`src/rtl/exec_pkg.sv`:
```
// Shared encodings for the execute stage: ALU ops, forward selects,
// branch and M-extension funct3 codes, and the mul/div FSM states.
package exec_pkg;

    localparam logic [3:0] ALU_ADD  = 4'd0;
    localparam logic [3:0] ALU_SUB  = 4'd1;
    localparam logic [3:0] ALU_AND  = 4'd2;
    localparam logic [3:0] ALU_OR   = 4'd3;
    localparam logic [3:0] ALU_XOR  = 4'd4;
    localparam logic [3:0] ALU_SLL  = 4'd5;
    localparam logic [3:0] ALU_SRL  = 4'd6;
    localparam logic [3:0] ALU_SRA  = 4'd7;
    localparam logic [3:0] ALU_SLT  = 4'd8;
    localparam logic [3:0] ALU_SLTU = 4'd9;

    localparam logic [1:0] FWD_NONE = 2'b00;
    localparam logic [1:0] FWD_W    = 2'b01;
    localparam logic [1:0] FWD_M    = 2'b10;

    localparam logic [2:0] MD_MUL    = 3'b000;
    localparam logic [2:0] MD_MULH   = 3'b001;
    localparam logic [2:0] MD_MULHSU = 3'b010;
    localparam logic [2:0] MD_MULHU  = 3'b011;
    localparam logic [2:0] MD_DIV    = 3'b100;
    localparam logic [2:0] MD_DIVU   = 3'b101;
    localparam logic [2:0] MD_REM    = 3'b110;
    localparam logic [2:0] MD_REMU   = 3'b111;

    localparam logic [2:0] BR_BEQ  = 3'b000;
    localparam logic [2:0] BR_BNE  = 3'b001;
    localparam logic [2:0] BR_BLT  = 3'b100;
    localparam logic [2:0] BR_BGE  = 3'b101;
    localparam logic [2:0] BR_BLTU = 3'b110;
    localparam logic [2:0] BR_BGEU = 3'b111;

    typedef enum logic [1:0] {
        S_IDLE = 2'd0,
        S_MUL  = 2'd1,
        S_DIV  = 2'd2,
        S_DONE = 2'd3
    } md_state_e;

endpackage

```
`src/rtl/execute_stage_m_if.sv`:
```
// ID/EX-side inputs and EX/MEM-side outputs of the execute stage.
interface execute_stage_m_if #(
    parameter int XLEN = 32
);
    logic            regwriteE, memrwE, bselE, brunE, branchE, jumpE, jalrE, mdE;
    logic [2:0]      funct3E;
    logic [1:0]      wbselE;
    logic [3:0]      ALUselE;
    logic [1:0]      forwardAE, forwardBE;
    logic [4:0]      rdE;
    logic [XLEN-1:0] rd1E, rd2E, imm_exE, pcE, pc4E, resultW;

    logic            md_busyE, pcselE;
    logic [XLEN-1:0] pcTargetE;
    logic            regwriteM, memrwM;
    logic [1:0]      wbselM;
    logic [4:0]      rdM;
    logic [XLEN-1:0] ALUresM, data_writeM, pc4M;

    modport master (
        output regwriteE, memrwE, bselE, brunE, branchE, jumpE, jalrE, mdE,
        output funct3E, wbselE, ALUselE, forwardAE, forwardBE, rdE,
        output rd1E, rd2E, imm_exE, pcE, pc4E, resultW,
        input  md_busyE, pcselE, pcTargetE,
        input  regwriteM, memrwM, wbselM, rdM, ALUresM, data_writeM, pc4M
    );

    modport slave (
        input  regwriteE, memrwE, bselE, brunE, branchE, jumpE, jalrE, mdE,
        input  funct3E, wbselE, ALUselE, forwardAE, forwardBE, rdE,
        input  rd1E, rd2E, imm_exE, pcE, pc4E, resultW,
        output md_busyE, pcselE, pcTargetE,
        output regwriteM, memrwM, wbselM, rdM, ALUresM, data_writeM, pc4M
    );
endinterface

```
`src/rtl/md_unit.sv`:
```
// RV32M multiply/divide unit: captured-operand multiplier and radix-2 restoring divider.
// Optional macro EXEC_DIV_EARLY_OUT_EN: divide-by-zero / signed overflow skip the iterations.
module md_unit
    import exec_pkg::*;
#(
    parameter int XLEN       = 32,
    parameter int MUL_CYCLES = 2
) (
    input  logic            clk,
    input  logic            rst_n,
    input  logic            start,
    input  logic [2:0]      op,
    input  logic [XLEN-1:0] a,
    input  logic [XLEN-1:0] b,
    output logic            busy,
    output logic            done,
    output logic [XLEN-1:0] result
);
    localparam int            CW       = $clog2(XLEN);
    localparam logic [CW-1:0] DIV_LAST = CW'(XLEN - 1);
    localparam logic [CW-1:0] MUL_INIT = CW'((MUL_CYCLES >= 2) ? MUL_CYCLES - 2 : 0);
    localparam logic          MUL_COMB = (MUL_CYCLES == 1);

    md_state_e       state, state_nx;
    logic [CW-1:0]   cnt;
    logic [2:0]      op_p0;
    logic [XLEN-1:0] a_p0, b_p0, quo, rem, dvs;
    logic [XLEN:0]   rem_sh, diff;
    logic [XLEN-1:0] q_fix, r_fix, div_res, mul_res;
    logic            early;

    function automatic logic [XLEN-1:0] magnitude(input logic [XLEN-1:0] x, input logic sgn);
        return (sgn && x[XLEN-1]) ? -x : x;
    endfunction

    function automatic logic div_ovf(input logic [2:0] f, input logic [XLEN-1:0] x, input logic [XLEN-1:0] y);
        return !f[0] && (x == {1'b1, {(XLEN-1){1'b0}}}) && (y == {XLEN{1'b1}});
    endfunction

    // Sign-extending to 2*XLEN makes the low half of one unsigned product exact for all variants.
    function automatic logic [XLEN-1:0] mul_result(input logic [2:0] f, input logic [XLEN-1:0] x,
                                                   input logic [XLEN-1:0] y);
        logic            sx, sy;
        logic [2*XLEN-1:0] xe, ye, p;
        sx = ((f == MD_MULH) || (f == MD_MULHSU)) && x[XLEN-1];
        sy = (f == MD_MULH) && y[XLEN-1];
        xe = {{XLEN{sx}}, x};
        ye = {{XLEN{sy}}, y};
        p  = xe * ye;
        return (f == MD_MUL) ? p[XLEN-1:0] : p[2*XLEN-1:XLEN];
    endfunction

`ifdef EXEC_DIV_EARLY_OUT_EN
    assign early = (b == '0) || div_ovf(op, a, b);
`else
    assign early = 1'b0;
`endif

    assign rem_sh = {rem, quo[XLEN-1]};
    assign diff   = rem_sh - {1'b0, dvs};

    always_comb begin
        state_nx = state;
        busy     = rst_n && start && (state != S_DONE) && !(!op[2] && MUL_COMB);
        done     = 1'b0;
        case (state)
            S_IDLE: begin
                if (start) begin
                    if (!op[2]) begin
                        done = MUL_COMB;
                        if (MUL_CYCLES == 2)     state_nx = S_DONE;
                        else if (MUL_CYCLES > 2) state_nx = S_MUL;
                    end else begin
                        state_nx = early ? S_DONE : S_DIV;
                    end
                end
            end
            S_MUL:   if (cnt == CW'(1)) state_nx = S_DONE;
            S_DIV:   if (cnt == '0)     state_nx = S_DONE;
            default: begin
                done     = 1'b1;
                state_nx = S_IDLE;
            end
        endcase
    end

    always_comb begin
        q_fix = (!op_p0[0] && (a_p0[XLEN-1] ^ b_p0[XLEN-1])) ? -quo : quo;
        r_fix = (!op_p0[0] && a_p0[XLEN-1]) ? -rem : rem;
        if (b_p0 == '0) begin
            q_fix = '1;
            r_fix = a_p0;
        end else if (div_ovf(op_p0, a_p0, b_p0)) begin
            q_fix = a_p0;
            r_fix = '0;
        end
        div_res = op_p0[1] ? r_fix : q_fix;
        mul_res = MUL_COMB ? mul_result(op, a, b) : mul_result(op_p0, a_p0, b_p0);
        result  = (state == S_DONE && op_p0[2]) ? div_res : mul_res;
    end

    always_ff @(posedge clk or negedge rst_n) begin
        if (!rst_n) begin
            state <= S_IDLE;
            cnt   <= '0;
            op_p0 <= '0;
            a_p0  <= '0;
            b_p0  <= '0;
            quo   <= '0;
            rem   <= '0;
            dvs   <= '0;
        end else begin
            state <= state_nx;
            case (state)
                // Operands are frozen here because forwarded sources move during the stall.
                S_IDLE: begin
                    if (start) begin
                        op_p0 <= op;
                        a_p0  <= a;
                        b_p0  <= b;
                        cnt   <= op[2] ? DIV_LAST : MUL_INIT;
                        quo   <= magnitude(a, !op[0]);
                        dvs   <= magnitude(b, !op[0]);
                        rem   <= '0;
                    end
                end
                S_MUL: cnt <= cnt - CW'(1);
                S_DIV: begin
                    cnt <= cnt - CW'(1);
                    if (!diff[XLEN]) begin
                        rem <= diff[XLEN-1:0];
                        quo <= {quo[XLEN-2:0], 1'b1};
                    end else begin
                        rem <= rem_sh[XLEN-1:0];
                        quo <= {quo[XLEN-2:0], 1'b0};
                    end
                end
                default: ;
            endcase
        end
    end

endmodule

```
`src/rtl/execute_stage_m.sv`:
```
// Execute stage with ALU, branch resolve, RV32M unit and the EX/MEM register.
// Optional macro EXEC_DIV_EARLY_OUT_EN is consumed by md_unit.
module execute_stage_m
    import exec_pkg::*;
#(
    parameter int              XLEN       = 32,
    parameter int              MUL_CYCLES = 2,
    parameter logic [XLEN-1:0] RST_PC4    = '0
) (
    input logic              clk,
    input logic              rst_n,
    execute_stage_m_if.slave bus
);
    localparam int SHW = $clog2(XLEN);

    logic [XLEN-1:0] src_a, src_b_raw, src_b, alu_res, md_res, jalr_sum;
    logic            md_busy, md_done, br_taken;

    function automatic logic [XLEN-1:0] fwd_sel(input logic [1:0] f, input logic [XLEN-1:0] rf,
                                                input logic [XLEN-1:0] w, input logic [XLEN-1:0] m);
        case (f)
            FWD_W:   return w;
            FWD_M:   return m;
            default: return rf;
        endcase
    endfunction

    function automatic logic [XLEN-1:0] alu(input logic [3:0] sel, input logic [XLEN-1:0] x,
                                            input logic [XLEN-1:0] y);
        logic [SHW-1:0] sh;
        sh = y[SHW-1:0];
        case (sel)
            ALU_ADD:  return x + y;
            ALU_SUB:  return x - y;
            ALU_AND:  return x & y;
            ALU_OR:   return x | y;
            ALU_XOR:  return x ^ y;
            ALU_SLL:  return x << sh;
            ALU_SRL:  return x >> sh;
            ALU_SRA:  return $unsigned($signed(x) >>> sh);
            ALU_SLT:  return {{(XLEN-1){1'b0}}, $signed(x) < $signed(y)};
            ALU_SLTU: return {{(XLEN-1){1'b0}}, x < y};
            default:  return '0;
        endcase
    endfunction

    function automatic logic br_cond(input logic [2:0] f, input logic uns, input logic [XLEN-1:0] x,
                                     input logic [XLEN-1:0] y);
        logic lt;
        lt = (uns || f[1]) ? (x < y) : ($signed(x) < $signed(y));
        case (f)
            BR_BEQ:           return x == y;
            BR_BNE:           return x != y;
            BR_BLT, BR_BLTU:  return lt;
            BR_BGE, BR_BGEU:  return !lt;
            default:          return 1'b0;
        endcase
    endfunction

    assign src_a     = fwd_sel(bus.forwardAE, bus.rd1E, bus.resultW, bus.ALUresM);
    assign src_b_raw = fwd_sel(bus.forwardBE, bus.rd2E, bus.resultW, bus.ALUresM);
    assign src_b     = bus.bselE ? bus.imm_exE : src_b_raw;
    assign alu_res   = alu(bus.ALUselE, src_a, src_b);
    assign br_taken  = br_cond(bus.funct3E, bus.brunE, src_a, src_b_raw);
    assign jalr_sum  = src_a + bus.imm_exE;

    assign bus.pcselE    = !bus.mdE && ((bus.branchE && br_taken) || bus.jumpE);
    assign bus.pcTargetE = bus.jalrE ? {jalr_sum[XLEN-1:1], 1'b0} : bus.pcE + bus.imm_exE;
    assign bus.md_busyE  = md_busy;

    md_unit #(
        .XLEN      (XLEN),
        .MUL_CYCLES(MUL_CYCLES)
    ) u_md (
        .clk   (clk),
        .rst_n (rst_n),
        .start (bus.mdE),
        .op    (bus.funct3E),
        .a     (src_a),
        .b     (src_b_raw),
        .busy  (md_busy),
        .done  (md_done),
        .result(md_res)
    );

    // EX/MEM boundary: a bubble is loaded while the md unit holds EX.
    always_ff @(posedge clk or negedge rst_n) begin
        if (!rst_n) begin
            bus.regwriteM   <= 1'b0;
            bus.memrwM      <= 1'b0;
            bus.wbselM      <= '0;
            bus.rdM         <= '0;
            bus.ALUresM     <= '0;
            bus.data_writeM <= '0;
            bus.pc4M        <= RST_PC4;
        end else if (md_busy) begin
            bus.regwriteM   <= 1'b0;
            bus.memrwM      <= 1'b0;
            bus.wbselM      <= '0;
            bus.rdM         <= '0;
            bus.ALUresM     <= '0;
            bus.data_writeM <= '0;
            bus.pc4M        <= '0;
        end else begin
            bus.regwriteM   <= bus.regwriteE;
            bus.memrwM      <= bus.memrwE;
            bus.wbselM      <= bus.wbselE;
            bus.rdM         <= bus.rdE;
            bus.ALUresM     <= (bus.mdE && md_done) ? md_res : alu_res;
            bus.data_writeM <= src_b_raw;
            bus.pc4M        <= bus.pc4E;
        end
    end

endmodule

```
`src/flat_wrapper.sv`:
```
// flat-port wrapper written by rule: the top's interface ports become plain ports
module execute_stage_m_flat import exec_pkg::*;
#(
    parameter int              XLEN       = 32,
    parameter int              MUL_CYCLES = 2,
    parameter logic [XLEN-1:0] RST_PC4    = '0
)
  (clk, rst_n, bus_regwriteE, bus_memrwE, bus_bselE, bus_brunE, bus_branchE, bus_jumpE, bus_jalrE, bus_mdE, bus_funct3E, bus_wbselE, bus_ALUselE, bus_forwardAE, bus_forwardBE, bus_rdE, bus_rd1E, bus_rd2E, bus_imm_exE, bus_pcE, bus_pc4E, bus_resultW, bus_md_busyE, bus_pcselE, bus_pcTargetE, bus_regwriteM, bus_memrwM, bus_wbselM, bus_rdM, bus_ALUresM, bus_data_writeM, bus_pc4M);
  execute_stage_m_if #(.XLEN(XLEN)) bus_i ();
  input logic clk;
  input logic rst_n;
  input wire logic [$bits(bus_i.regwriteE)-1:0] bus_regwriteE;
  input wire logic [$bits(bus_i.memrwE)-1:0] bus_memrwE;
  input wire logic [$bits(bus_i.bselE)-1:0] bus_bselE;
  input wire logic [$bits(bus_i.brunE)-1:0] bus_brunE;
  input wire logic [$bits(bus_i.branchE)-1:0] bus_branchE;
  input wire logic [$bits(bus_i.jumpE)-1:0] bus_jumpE;
  input wire logic [$bits(bus_i.jalrE)-1:0] bus_jalrE;
  input wire logic [$bits(bus_i.mdE)-1:0] bus_mdE;
  input wire logic [$bits(bus_i.funct3E)-1:0] bus_funct3E;
  input wire logic [$bits(bus_i.wbselE)-1:0] bus_wbselE;
  input wire logic [$bits(bus_i.ALUselE)-1:0] bus_ALUselE;
  input wire logic [$bits(bus_i.forwardAE)-1:0] bus_forwardAE;
  input wire logic [$bits(bus_i.forwardBE)-1:0] bus_forwardBE;
  input wire logic [$bits(bus_i.rdE)-1:0] bus_rdE;
  input wire logic [$bits(bus_i.rd1E)-1:0] bus_rd1E;
  input wire logic [$bits(bus_i.rd2E)-1:0] bus_rd2E;
  input wire logic [$bits(bus_i.imm_exE)-1:0] bus_imm_exE;
  input wire logic [$bits(bus_i.pcE)-1:0] bus_pcE;
  input wire logic [$bits(bus_i.pc4E)-1:0] bus_pc4E;
  input wire logic [$bits(bus_i.resultW)-1:0] bus_resultW;
  output wire logic [$bits(bus_i.md_busyE)-1:0] bus_md_busyE;
  output wire logic [$bits(bus_i.pcselE)-1:0] bus_pcselE;
  output wire logic [$bits(bus_i.pcTargetE)-1:0] bus_pcTargetE;
  output wire logic [$bits(bus_i.regwriteM)-1:0] bus_regwriteM;
  output wire logic [$bits(bus_i.memrwM)-1:0] bus_memrwM;
  output wire logic [$bits(bus_i.wbselM)-1:0] bus_wbselM;
  output wire logic [$bits(bus_i.rdM)-1:0] bus_rdM;
  output wire logic [$bits(bus_i.ALUresM)-1:0] bus_ALUresM;
  output wire logic [$bits(bus_i.data_writeM)-1:0] bus_data_writeM;
  output wire logic [$bits(bus_i.pc4M)-1:0] bus_pc4M;
  assign bus_i.regwriteE = bus_regwriteE;
  assign bus_i.memrwE = bus_memrwE;
  assign bus_i.bselE = bus_bselE;
  assign bus_i.brunE = bus_brunE;
  assign bus_i.branchE = bus_branchE;
  assign bus_i.jumpE = bus_jumpE;
  assign bus_i.jalrE = bus_jalrE;
  assign bus_i.mdE = bus_mdE;
  assign bus_i.funct3E = bus_funct3E;
  assign bus_i.wbselE = bus_wbselE;
  assign bus_i.ALUselE = bus_ALUselE;
  assign bus_i.forwardAE = bus_forwardAE;
  assign bus_i.forwardBE = bus_forwardBE;
  assign bus_i.rdE = bus_rdE;
  assign bus_i.rd1E = bus_rd1E;
  assign bus_i.rd2E = bus_rd2E;
  assign bus_i.imm_exE = bus_imm_exE;
  assign bus_i.pcE = bus_pcE;
  assign bus_i.pc4E = bus_pc4E;
  assign bus_i.resultW = bus_resultW;
  assign bus_md_busyE = bus_i.md_busyE;
  assign bus_pcselE = bus_i.pcselE;
  assign bus_pcTargetE = bus_i.pcTargetE;
  assign bus_regwriteM = bus_i.regwriteM;
  assign bus_memrwM = bus_i.memrwM;
  assign bus_wbselM = bus_i.wbselM;
  assign bus_rdM = bus_i.rdM;
  assign bus_ALUresM = bus_i.ALUresM;
  assign bus_data_writeM = bus_i.data_writeM;
  assign bus_pc4M = bus_i.pc4M;
  execute_stage_m #(.XLEN(XLEN), .MUL_CYCLES(MUL_CYCLES), .RST_PC4(RST_PC4)) u_core (.clk(clk), .rst_n(rst_n), .bus(bus_i));
endmodule
```
`config.mk`:
```
export PLATFORM = sky130hd
export DESIGN_NAME = execute_stage_m_flat
export DESIGN_NICKNAME = d
export VERILOG_FILES = /design/src/rtl/exec_pkg.sv /design/src/rtl/execute_stage_m_if.sv /design/src/rtl/md_unit.sv /design/src/rtl/execute_stage_m.sv /design/src/flat_wrapper.sv
export SDC_FILE = /design/constraint.sdc
export NUM_CORES = 2
export LEC_CHECK = 0
export BUFFER_PORTS_ARGS = -buffer_cell sky130_fd_sc_hd__buf_2
export CORE_MARGIN = 5
export CORE_UTILIZATION = 51
export DETAILED_ROUTE_END_ITERATION = 7
export PLACE_DENSITY = 0.68
export SYNTH_ARGS = -nofsm -noshare
export SYNTH_HDL_FRONTEND = slang
export SYNTH_SLANG_ARGS = --single-unit
```
`constraint.sdc`:
```
create_clock -name clk -period 10.05 [get_ports clk]
set_clock_uncertainty 0.05 [all_clocks]
set_input_delay 1.005 -clock clk [delete_from_list [all_inputs] [get_ports clk]]
set_output_delay 1.005 -clock clk [all_outputs]
set_load 0.005 [all_outputs]
```
Word level (Yosys, flattened, before mapping)
Cells that the tools add are included.
- $add $sub $neg: 10
- $mul: 1
- order comparisons: 4
- equal/unequal tests: 32
- shift operators: 3
- muxes and demuxes: 41
- bitwise operators: 4
- reduce and logical (&&, ||, !) cells: 37
- operators by type and width (operator ; number):
    32-bit two-way mux ; 20
    32-bit case mux with 10 select lines ; 1
    32-bit case mux with 2 select lines ; 4
    32-bit < comparator ; 4
    32-bit negator ; 4
    32-bit adder ; 3
    32-bit == test (second input constant) ; 2
    33-bit by 33-bit multiplier with 64-bit output ; 1
    33-bit by 32-bit subtractor with 33-bit output ; 1
    32-bit bitwise AND ; 1
    32-bit == test ; 1
    32-bit logical NOT ; 1
    32-bit != test ; 1
    32-bit OR ; 1
    32-bit by 5-bit << shifter with 32-bit output ; 1
    32-bit by 5-bit >> shifter with 32-bit output ; 1
    32-bit by 5-bit >>> shifter with 32-bit output ; 1
    32-bit subtractor ; 1
    32-bit bitwise XOR ; 1
    4-bit by 3-bit == test with 1-bit output (second input constant) ; 4
    5-bit two-way mux ; 3
    1-bit logical AND ; 14
    3-bit == test (second input constant) ; 4
    5-bit case mux with 2 select lines ; 1
    26 further kinds ; 56
- register bits: 275
- input port bits: 220
- output and inout bits: 139
- logic and storage cells: 147

Logic depth before layout (Yosys ltp)
- depth in word-level cells: 9
- mapped depth: 34
- gate-level depth less buffers: 31

By module
A second synthesis with hierarchy kept.
- cell total of the unflattened synthesis: 8610
- area, all modules: 69230.1 µm²
- modules (own cells, without submodules) (module ; instances ; cells each ; area an instance (µm²) ; sequential area each (µm²)):
    md_unit ; 1 ; 6040 ; 50957.6 ; 4229.1
    execute_stage_m ; 1 ; 2570 ; 18272.5 ; 2627.5

Worst setup path after synthesis
OpenSTA, ideal clock, no wires.
- kind: reg-to-reg
- start: reg u_core.u_md.op_p0[0]
- end: reg u_core.bus.ALUresM[27]
- setup time: 0.101 ns
- arrival time: 8.685 ns
- required time: 9.899 ns
- setup slack: 1.214 ns
- stages on the path, launching flop included: 30
- buffers on the path: 3
- period minus slack after synthesis: 8.836 ns
- path through: dfrtp_1 clkbuf_1 xnor2_1 nor2_1 and2_0 clkbuf_1 nand2_1 fa_1 fa_1 inv_1 fa_1 inv_1 fa_1 inv_1 fa_1 fa_1 fa_1 inv_1 fa_1 inv_1 ha_1 clkbuf_1 nand3_1 or3_1 o2111ai_1 o221ai_1 o21ai_1 xnor2_1 o21a_1 nor4_1
- longest elaborated chain between the ends: 9
- elaborated cells between the ends (all ways): 23
- classes of those cells: mul: 1; eq/ne: 2; mux: 11; reduce/logical: 9
- ends and longest elaborated chain (item ; RTL line ; RTL):
    start: declaration ; md_unit.sv:26 ; logic [2:0] op_p0;
    start signal: assignment ; md_unit.sv:118 ; op_p0 <= op;
    branches (longest 6 deep; another with 33-bit by 33-bit multiplier with 64-bit output) ; - ;
    32-bit two-way mux (*) ; md_unit.sv:99 ; result = (state == S_DONE && op_p0[2]) ? div_res : mul_res;
    32-bit two-way mux (*) ; execute_stage_m.sv:109 ; bus.ALUresM <= (bus.mdE && md_done) ? md_res : alu_res;
    32-bit two-way mux (*) ; execute_stage_m.sv:96 ; end else if (md_busy) begin
    end signal: assignment ; execute_stage_m.sv:109 ;
    end: declaration ; execute_stage_m_if.sv:33 ; output regwriteM, memrwM, wbselM, rdM, ALUresM, data_writeM, pc4M
Mark *: on every way between the ends.
A chain may end at the register's enable or synchronous reset.

Worst setup path in the final report
- start: reg u_core.u_md.op_p0[1]
- end: reg u_core.bus.ALUresM[11]
- longest elaborated chain between the ends: 8
- elaborated cells between the ends (all ways): 12
- classes of those cells: mul: 1; eq/ne: 2; mux: 5; reduce/logical: 4
- ends and longest elaborated chain (item ; RTL line ; RTL):
    3-bit by 1-bit == test with 1-bit output or 3-bit by 2-bit == test with 1-bit output (tied branches) ; md_unit.sv:45, md_unit.sv:46 ;
    1-bit logical OR ; md_unit.sv:45 ; sx = ((f == MD_MULH) || (f == MD_MULHSU)) && x[XLEN-1];
    1-bit logical AND ; md_unit.sv:45 ;
    33-bit by 33-bit multiplier with 64-bit output ; md_unit.sv:49 ; p = xe * ye;
    32-bit two-way mux ; md_unit.sv:50 ; return (f == MD_MUL) ? p[XLEN-1:0] : p[2*XLEN-1:XLEN];
    32-bit two-way mux (*) ; md_unit.sv:99 ;
    32-bit two-way mux (*) ; execute_stage_m.sv:109 ;
    32-bit two-way mux (*) ; execute_stage_m.sv:96 ;
Every way passes the cells marked *; elsewhere a longest branch is shown, timed or not.

==> impl_metrics.json <==
{
  "hold_viol_final": 0,
  "grt_first_pass_wirelength_mm": 397,
  "min_period_over_period": 0.948,
  "worst-path-max-fanout": 47,
  "cts_setup_buffers": 0,
  "synth_area_per_cell_um2": 8.24,
  "r2r_start": "u_core.u_md.op_p0[1]",
  "crit_buf_inv": 4,
  "final.min_clock_period_ps": 9520,
  "yosysWarnings": 0,
  "final_area_mm2": 0.0731,
  "synth_edf_count": 0,
  "num_io_pins": 359,
  "syn_to_final_growth_pct": 7.51,
  "async_reset_ff_frac": 1.00,
  "reg2reg_slack_ps": 530,
  "final_common_cell": "inv_1",
  "cts_root_buf": "clkbuf_16",
  "routed_wl_mm": 262,
  "ys.flop_type": "dfrtp_1",
  "syn_inst": 8257,
  "seq_area_frac_synth": 0.101,
  "placedCellCount": 10056,
  "run_status": "complete, no violations",
  "worstMarginPinSlew_ps": 1390,
  "rsz0062_at_grt": "false",
  "worstSetupStartpointType": "flop",
  "wl_per_cell_um": 25.8,
  "cts_buffer_depth": 3,
  "detail_route.first_pass.iterations": 8,
  "drt_iter0_markers": 6330,
  "antenna_left": 0,
  "post-route-util": 0.550,
  "grt_util_all_layers": 0.369,
  "fmax_ghz": 0.105,
  "setup_viol": 0,
  "drive_gt1_frac": 0.0900,
  "synth.net_count": 10058,
  "finalWeightedCongestion": 1.02,
  "cpPeakStageDelay_ps": 700,
  "drc_errors": 0,
  "numCtsBuffers": 39,
  "synth_top_area_cell": "fa_1",
  "criticalPathCategory": "flop to flop",
  "tns_ps": 0,
  "clock_latency_ps": 630,
  "clk_pin_slew_ps": 70,
  "crit_top_cell": "fa_1",
  "cp.depth": 26,
  "maxCapViolations": 0,
  "crit_path_end": "u_core.bus.ALUresM[11]",
  "ctsResizeCount": 0,
  "port_buffers": 358,
  "cp_slowest_cell": "nand3_1",
  "worstPathRequired_ps": 10510,
  "yosysTopAreaCellShare": 0.333,
  "critPathTopFamily": "adder cells",
  "synth.distinct_cells": 97,
  "rows": 134,
  "vias": 61516,
  "die_h_um": 375,
  "grt_max_degree": 144,
  "cts_hold_buf": 0,
  "drv_slew": 0,
  "viasPerCell": 6.06,
  "die_area_mm2": 0.141,
  "netlist_area_mm2": 0.0680,
  "htreeDepth": 2,
  "arrival_ps": 9990,
  "die_w_um": 375,
  "r2r-end": "u_core.bus.ALUresM[11]",
  "fin_cells": 10147,
  "grt_antenna_before_repair": 20,
  "initial_utilization": 0.512,
  "hpwl_mm": 212,
  "worst_setup_path_end_kind": "flop",
  "r2r_cells": 26,
  "grt_pass1_vias": 62811,
  "ys_seq_elements": 274,
  "core_mm2": 0.133,
  "hold_path.class": "input port to async pin",
  "cts_tree": "built",
  "startpoint": "u_core.u_md.op_p0[1]",
  "synth_area_leaders": "fa_1 33%, dfrtp_1 10%, ha_1 8.3%",
  "nets": 10130,
  "slew_headroom": 0.0484,
  "cts.sinks": 274,
  "place_area_mm2": 0.0717,
  "grt_overflow_total": 0,
  "layout_common_cells": "1343 x inv_1, 1235 x nand2_1, 1130 x fa_1"
}
==> cells by family after synthesis <==
logic type / after synthesis / synth area share
AND/OR/NAND/NOR: 2425 / 0.164
buffers and inverters: 1891 / 0.106
adder cells (fa/ha/maj): 1581 / 0.416
XOR/XNOR: 265 / 0.0341
flip-flops: 274 / 0.101
multiplexers: 175 / 0.0261
AO/OA/AOI/OAI: 1646 / 0.154
==> Yosys cell counts (51+ instances only) <==
cell type,n
nor2_1,357
mux2i_1,157
a221o_1,59
ha_1,451
fa_1,1130
a211oi_1,64
nand2_1,1237
o21ai_0,471
xnor2_1,168
clkbuf_1,471
xor2_1,97
o21ai_1,51
inv_1,1345
dfrtp_1,274
a21oi_1,415
nor3_1,80
nand3_1,78
and2_1,367
a21o_1,99
==> per-stage QoR <==
step	setup slack, ps	hold WS [ps]
global route	150	214
global placement	824	414
detailed placement	760	421
floorplan	1210	399
finish	527	208
CTS	738	199
==> flip-flops by register name (all words and copies together) (netlist names) <==
signal and cells:
u_core.u_md.rem 32, u_core.u_md.b_p0 32, u_core.u_md.cnt 5, u_core.bus.regwriteM 1, u_core.bus.data_writeM 32, u_core.bus.wbselM 2, u_core.u_md.op_p0 3, u_core.bus.ALUresM 32
u_core.bus.memrwM 1, u_core.bus.pc4M 32, u_core.bus.rdM 5, u_core.u_md.state 2, u_core.u_md.quo 32, u_core.u_md.a_p0 32, u_core.u_md.dvs 31
==> how the worst min path moves through the flow <==
stage | start | to | slack [ps]
after floorplan | u_core.u_md.dvs[31] | u_core.u_md.dvs[31] | 400
after global placement | u_core.u_md.dvs[31] | u_core.u_md.dvs[31] | 410
after detailed placement | u_core.u_md.dvs[21] | u_core.u_md.dvs[21] | 420
after CTS | rst_n | u_core.bus.data_writeM[15] | 200
after global routing | rst_n | u_core.bus.data_writeM[15] | 210
final | rst_n | u_core.bus.data_writeM[15] | 210
==> area by class of cell <==
class	count	area [µm²]
inverter	1357	5090
sequential	274	6860
fill	12415	59800
antenna	19	47.5
clock buffer	52	1110
timing repair buffer	565	3390
tap	1768	2210
clock inverter	20	297
multi-input combinational	6092	54100
==> metal layers <==
layer	global-route usage	wire [µm]	up-vias
met5	0	30	-
met4	0.182	15800	6
met3	0.0795	26400	663
met2	0.567	115000	3264
met1	0.497	104000	30899
li1	-	-	26684
Power is left out: the tool's default activity adds up to more than one toggle a clock period on the data nets, which glitch-free logic cannot reach.
